`config.mk`:
```
export PLATFORM = sky130hd
export DESIGN_NAME = return_addr_stack_flat
export DESIGN_NICKNAME = d
export VERILOG_FILES = /design/src/rtl/return_addr_stack_if.sv /design/src/rtl/return_addr_stack.sv /design/src/flat_wrapper.sv
export SDC_FILE = /design/constraint.sdc
export NUM_CORES = 1
export LEC_CHECK = 0
export CORE_MARGIN = 5
export CORE_UTILIZATION = 40
export DETAILED_ROUTE_END_ITERATION = 7
export SLEW_MARGIN = 20
export SYNTH_ARGS = -nofsm -noshare
export SYNTH_HDL_FRONTEND = slang
export SYNTH_SLANG_ARGS = --single-unit
```
`constraint.sdc`:
```
create_clock -name clk -period 3.7 [get_ports clk]
set_clock_uncertainty 0.1 [all_clocks]
set_input_delay 0.37 -clock clk [delete_from_list [all_inputs] [get_ports clk]]
set_output_delay 0.37 -clock clk [all_outputs]
set_load 0.01 [all_outputs]
```
`src/rtl/return_addr_stack_if.sv`:
```
// Command/response bundle between the control FSM and the return-address stack.
// The master drives commands; the slave (the stack) returns status and popped addresses.
interface return_addr_stack_if #(
    parameter int WIDTH = 32,
    parameter int AW    = 3
);
    logic             en;
    logic [1:0]       sr;
    logic [WIDTH-1:0] address;
    logic [WIDTH-1:0] raout;
    logic             ra_valid;
    logic [AW:0]      count;
    logic             empty;
    logic             full;
    logic             overflow;
    logic             underflow;

    modport master (
        output en, sr, address,
        input  raout, ra_valid, count, empty, full, overflow, underflow
    );

    modport slave (
        input  en, sr, address,
        output raout, ra_valid, count, empty, full, overflow, underflow
    );
endinterface

```
`src/rtl/return_addr_stack.sv`:
```
// Circular LIFO of return addresses: store pushes address+4, restore pops into raout.
// Overflow overwrites the oldest entry; overflow/underflow flags are sticky until rst or flush.
module return_addr_stack #(
    parameter int WIDTH = 32,
    parameter int DEPTH = 8,
    parameter int AW    = 3
) (
    input logic                clk,
    input logic                rst,
    return_addr_stack_if.slave bus
);
    typedef enum logic [1:0] {
        CMD_HOLD    = 2'd0,
        CMD_STORE   = 2'd1,
        CMD_FLUSH   = 2'd2,
        CMD_RESTORE = 2'd3
    } cmd_t;

    localparam logic [AW:0] FULL_CNT = (AW+1)'(DEPTH);

    logic [WIDTH-1:0] mem [DEPTH];
    logic [AW-1:0]    sp;
    logic [AW-1:0]    sp_m1;
    logic [AW:0]      cnt;
    logic [WIDTH-1:0] raout_q;
    logic             ra_valid_q;
    logic             ovf_q;
    logic             unf_q;
    cmd_t             cmd;
    logic             is_empty;
    logic             is_full;

    // A disabled port behaves exactly like an explicit hold command.
    always_comb begin
        cmd = CMD_HOLD;
        if (bus.en) begin
            cmd = cmd_t'(bus.sr);
        end
    end

    always_comb begin
        sp_m1    = sp - 1'b1;
        is_empty = (cnt == '0);
        is_full  = (cnt == FULL_CNT);
    end

    // Storage carries no reset; only count decides which entries are live.
    always_ff @(posedge clk) begin
        if (!rst && cmd == CMD_STORE) begin
            mem[sp] <= bus.address + WIDTH'(4);
        end
    end

    always_ff @(posedge clk) begin
        if (rst) begin
            sp         <= '0;
            cnt        <= '0;
            raout_q    <= '0;
            ra_valid_q <= 1'b0;
            ovf_q      <= 1'b0;
            unf_q      <= 1'b0;
        end else begin
            ra_valid_q <= 1'b0;
            unique case (cmd)
                CMD_STORE: begin
                    sp <= sp + 1'b1;
                    if (is_full) begin
                        ovf_q <= 1'b1;
                    end else begin
                        cnt <= cnt + 1'b1;
                    end
                end
                CMD_FLUSH: begin
                    sp    <= '0;
                    cnt   <= '0;
                    ovf_q <= 1'b0;
                    unf_q <= 1'b0;
                end
                CMD_RESTORE: begin
                    if (!is_empty) begin
                        raout_q    <= mem[sp_m1];
                        sp         <= sp_m1;
                        cnt        <= cnt - 1'b1;
                        ra_valid_q <= 1'b1;
                    end else begin
                        unf_q <= 1'b1;
                    end
                end
                default: ;
            endcase
        end
    end

    assign bus.raout     = raout_q;
    assign bus.ra_valid  = ra_valid_q;
    assign bus.count     = cnt;
    assign bus.empty     = is_empty;
    assign bus.full      = is_full;
    assign bus.overflow  = ovf_q;
    assign bus.underflow = unf_q;
endmodule

```
`src/flat_wrapper.sv`:
```
// flat-port wrapper written by rule: the top's interface ports become plain ports
module return_addr_stack_flat 
#(
    parameter int WIDTH = 32,
    parameter int DEPTH = 8,
    parameter int AW    = 3
)
  (clk, rst, bus_en, bus_sr, bus_address, bus_raout, bus_ra_valid, bus_count, bus_empty, bus_full, bus_overflow, bus_underflow);
  return_addr_stack_if #(.WIDTH(WIDTH), .AW(AW)) bus_i ();
  input logic clk;
  input logic rst;
  input wire logic [$bits(bus_i.en)-1:0] bus_en;
  input wire logic [$bits(bus_i.sr)-1:0] bus_sr;
  input wire logic [$bits(bus_i.address)-1:0] bus_address;
  output wire logic [$bits(bus_i.raout)-1:0] bus_raout;
  output wire logic [$bits(bus_i.ra_valid)-1:0] bus_ra_valid;
  output wire logic [$bits(bus_i.count)-1:0] bus_count;
  output wire logic [$bits(bus_i.empty)-1:0] bus_empty;
  output wire logic [$bits(bus_i.full)-1:0] bus_full;
  output wire logic [$bits(bus_i.overflow)-1:0] bus_overflow;
  output wire logic [$bits(bus_i.underflow)-1:0] bus_underflow;
  assign bus_i.en = bus_en;
  assign bus_i.sr = bus_sr;
  assign bus_i.address = bus_address;
  assign bus_raout = bus_i.raout;
  assign bus_ra_valid = bus_i.ra_valid;
  assign bus_count = bus_i.count;
  assign bus_empty = bus_i.empty;
  assign bus_full = bus_i.full;
  assign bus_overflow = bus_i.overflow;
  assign bus_underflow = bus_i.underflow;
  return_addr_stack #(.WIDTH(WIDTH), .DEPTH(DEPTH), .AW(AW)) u_core (.clk(clk), .rst(rst), .bus(bus_i));
endmodule
```
==> out/results.md <==
| Item | Reported |
| --- | --- |
| Drt drc | 0 |
| Post CTS Setup Buffer Count | 0 |
| Total CTS buffers | 34 |
| Minimum period implied by the final worst setup slack | 2.724 ns |
| Actual slew at the worst max-slew pin | 0.8909 ns |
| Netlist area before placement | 11860 sq um |
| Cell count of the worst hold path | 2 |
| Post-cts repair resize count | 0 |
| Total number of vias | 6646 |
| Final-report hold violation count | 0 |
| I/O Pins | 78 |
| DRT Wirelength | 27390 microns |
| Data required time of the critical path | 3.84 ns |
| Critical path endpoint category | flop |
| Final count of pins violating max slew | 0 |
| Synth cell types | 49 |
| Yosys top cell by area | sky130_fd_sc_hd__edfxtp_1 |
| Cell count after synthesis | 691 |
| Most used flip-flop cell after synthesis | sky130_fd_sc_hd__edfxtp_1 |
| Max FO, Critical Path | 10 |
| Global route overflow | 0 |
| Maximum number of pins on one net before global-route repair | 65 |
| Post-synth top cells | sky130_fd_sc_hd__edfxtp_1, sky130_fd_sc_hd__nand2_1, sky130_fd_sc_hd__mux4_2 |
| EDFF count, synth | 256 |
| Highest achievable clock rate | 367.1 MHz |
| Max-cap viol count | 0 |
| Logic depth of the worst register-to-register path | 6 |
| Y dimension of the die | 182.2 microns |
| Combined global-route utilization of all metal layers | 16.44% |
| Data arrival time of the worst path | 2.87 ns |
| Number of fill cells in the layout | 2489 |
| Weighted congestion at the end of routability-driven global placement | 0.7376 |
| Total leakage power | 0.004479 uW |
| Critical setup path kind | in2reg |
| Post-route non-filler standard cell count | 1198 |
| Layout overhead on the synthesized area | 20.33% |
| Synthesized net count | 733 |
| Count of warnings emitted by yosys | 0 |
| Instance count after placement with tap cells included | 1137 |
| Layout cell share with drive strength beyond 1 | 18.44% |
| Flops & latches, synth | 298 |
| Effective utilization at floorplan | 40.21% |
| Reg2Reg Capture Point | u_core.bus.raout[31] |
| Largest vdd supply drop | 357.5 uV |
| Number of global-route vias before repair | 6886 |
| Total Power | 7399 uW |
| DRT antenna net count | 0 |
| Root cell of the clock tree | sky130_fd_sc_hd__clkbuf_16 |
| First-pass GRT wire length | 41800 microns |
| Die X | 182.2 microns |
| Worst-path clk slew | 0.06 ns |
| Normalized max-slew margin | 40.61% |
| Setup-failing EPs final | 0 |
| Setup repair after global routing missed its margin | no |
| Combined area of the multi-input logic cells | 3176 sq um |
| Portion of the post-synthesis area used by sequential elements | 71.94% |
| Worst path cell trace | clkdlybuf4s50_1, and4_1, or4b_1, nor4_2, xor2_1 |
| Number of hold-repair buffers added at the cts stage | 0 |
| Initial DRC Count | 523 |
| Library cell contributing the largest single delay on the critical path | sky130_fd_sc_hd__or4b_1 |
| Status | finished clean |
| Worst hold path type | reg2reg |
| Power Dens Cells | 518.7 nW/um^2 |
| Detailed Routing Iterations Pass 1 | 5 |
| Sinks on the clock net | 298 |
| Dominant cell by count in the synthesized netlist | sky130_fd_sc_hd__edfxtp_1 |
| Beginning of the worst register-to-register path | u_core.sp[1] |
| FF/Latch Area | 8532 sq um |
| Worst-case register-to-register setup slack | 1.02 ns |
| Die outline area | 33180 sq um |
| Longest individual stage delay on the worst path | 0.79 ns |
| Core Box Area | 29480 sq um |
| Type of origin of the critical path | input pin |
| Startpoint of the worst hold path | u_core.bus.raout[5] |
| Async SR Flop Fraction | 0% |
| Number of standard-cell rows in the floorplan | 63 |
| DR vias/cell | 5.548 |
| Portion of synthesized cell area occupied by the leading cell type | 64.84% |
| Mean Syn Cell Area | 17.16 sq um |
| Portion of the clock cycle consumed by the worst path in the final layout | 73.63% |
| HPWL reported at the end of detailed placement | 14860 microns |
| Number of antenna violations at the first check in global routing | 0 |
| Setup TNS | 0 ns |
| Share of the core filled with cells | 48.39% |
| Buffer depth of the longest clock path | 3 |
| Detailed-route wire length per cell | 22.87 microns |
| Number of nets at the end of the flow | 825 |
| Count of inserted antenna diode cells | 0 |
| H-Tree Level Count | 2 |
| Quantity of I/O buffers inserted on ports | 77 |
| Hold EP | u_core.bus.raout[5] |
| Clock tree from TritonCTS | built |
| Leading cell types by total area after synthesis | sky130_fd_sc_hd__edfxtp_1, sky130_fd_sc_hd__mux4_2, sky130_fd_sc_hd__dfxtp_1 |
| Insertion delay of the later-clocked pin in the worst-skew pair | 0.50 ns |
## kinds of logic (layout without fill, tap and decap cells)
logic type / Yosys count / after routing / synth area share, %
mux: 64 / 64 / 12.16
buf+inv: 48 / 165 / 1.784
compound gates: 57 / 57 / 3.789
xor+xnor: 33 / 33 / 2.438
simple gates: 186 / 186 / 7.367
flops: 298 / 298 / 71.94
fa+ha+maj: 5 / 5 / 0.5277
## stage by stage
stage | hold WS [ns] | instance area [sq um] | setup slack, ns
2_1_floorplan | 0.3689 | 11870 | 0.7598
3_3_place_gp | 0.3708 | 13210 | 0.6110
3_5_place_dp | 0.3954 | 13210 | 0.4896
4_1_cts | 0.4032 | 14260 | 0.9887
5_1_grt | 0.4288 | 14260 | 0.8448
6_report | 0.3988 | 14260 | 0.9756
## worst max-delay path: cells and delay by family
family	cells	cell delay, ns
buf+inv	1	0.55
xor+xnor	1	0.44
simple gates	3	1.49
## where the power goes
group / total, uW / switching (uW) / internal [uW]
clock network: 3130 / 1260 / 1870
logic: 580 / 328 / 252
registers: 3690 / 17.6 / 3680
## layout make-up
type | count | share of cell area, %
clock buffers | 49 | 6.947
inverters | 9 | 0.2368
clock inverters | 12 | 0.4824
repair buffers | 95 | 6.842
multi-input cells | 345 | 22.26
flip-flops and latches | 298 | 59.81
well taps | 390 | 3.421
## metal layers
metal	GRT usage [%]	vias to the layer above	share of wire, %
met5	0	-	0
met4	3.813	0	1.4
met3	2.910	35	6.1
met2	26.80	213	49
met1	23.29	3466	44
li1	-	2932	-
## registers in the layout (all words and copies together), names as in the netlist
| signal | cells |
|---|---|
| u_core.bus.count | 4 |
| u_core.bus.overflow | 1 |
| u_core.bus.raout | 32 |
| u_core.sp | 3 |
| u_core.mem | 256 |
| u_core.bus.ra_valid | 1 |
| u_core.bus.underflow | 1 |
## worst max path at each step
stage | slack (ns) | start | cells past startpoint | endpoint
floorplan | 0.76 | bus_en | 5 | u_core.mem[3][0]
global placement | 0.61 | bus_address[7] | 5 | u_core.mem[5][31]
detailed placement | 0.49 | bus_address[8] | 5 | u_core.mem[2][31]
CTS | 0.99 | bus_address[7] | 5 | u_core.mem[2][31]
global route | 0.84 | u_core.sp[1] | 6 | u_core.bus.raout[29]
finish | 0.98 | bus_address[7] | 5 | u_core.mem[6][31]
## cells in the final DEF, fill, tap and decap left out, types with 3 or more instances in the layout
cell type / instances
sky130_fd_sc_hd__nor2_2: 6
sky130_fd_sc_hd__and4_1: 4
sky130_fd_sc_hd__nor4_2: 3
sky130_fd_sc_hd__inv_1: 9
sky130_fd_sc_hd__nor3_1: 10
sky130_fd_sc_hd__nand3_1: 10
sky130_fd_sc_hd__dfxtp_1: 41
sky130_fd_sc_hd__nand2_1: 85
sky130_fd_sc_hd__nand4_1: 7
sky130_fd_sc_hd__a311oi_1: 32
sky130_fd_sc_hd__and3_1: 4
sky130_fd_sc_hd__buf_4: 12
sky130_fd_sc_hd__buf_12: 6
sky130_fd_sc_hd__xnor2_1: 15
sky130_fd_sc_hd__mux4_2: 64
sky130_fd_sc_hd__clkinv_2: 6
sky130_fd_sc_hd__clkbuf_1: 10
sky130_fd_sc_hd__a21oi_1: 8
sky130_fd_sc_hd__ha_1: 4
sky130_fd_sc_hd__clkbuf_16: 37
sky130_fd_sc_hd__clkdlybuf4s50_1: 76
sky130_fd_sc_hd__clkinv_1: 3
sky130_fd_sc_hd__edfxtp_1: 256
sky130_fd_sc_hd__xor2_1: 16
sky130_fd_sc_hd__nor2_1: 38
(Power assumes the default switching activity.)
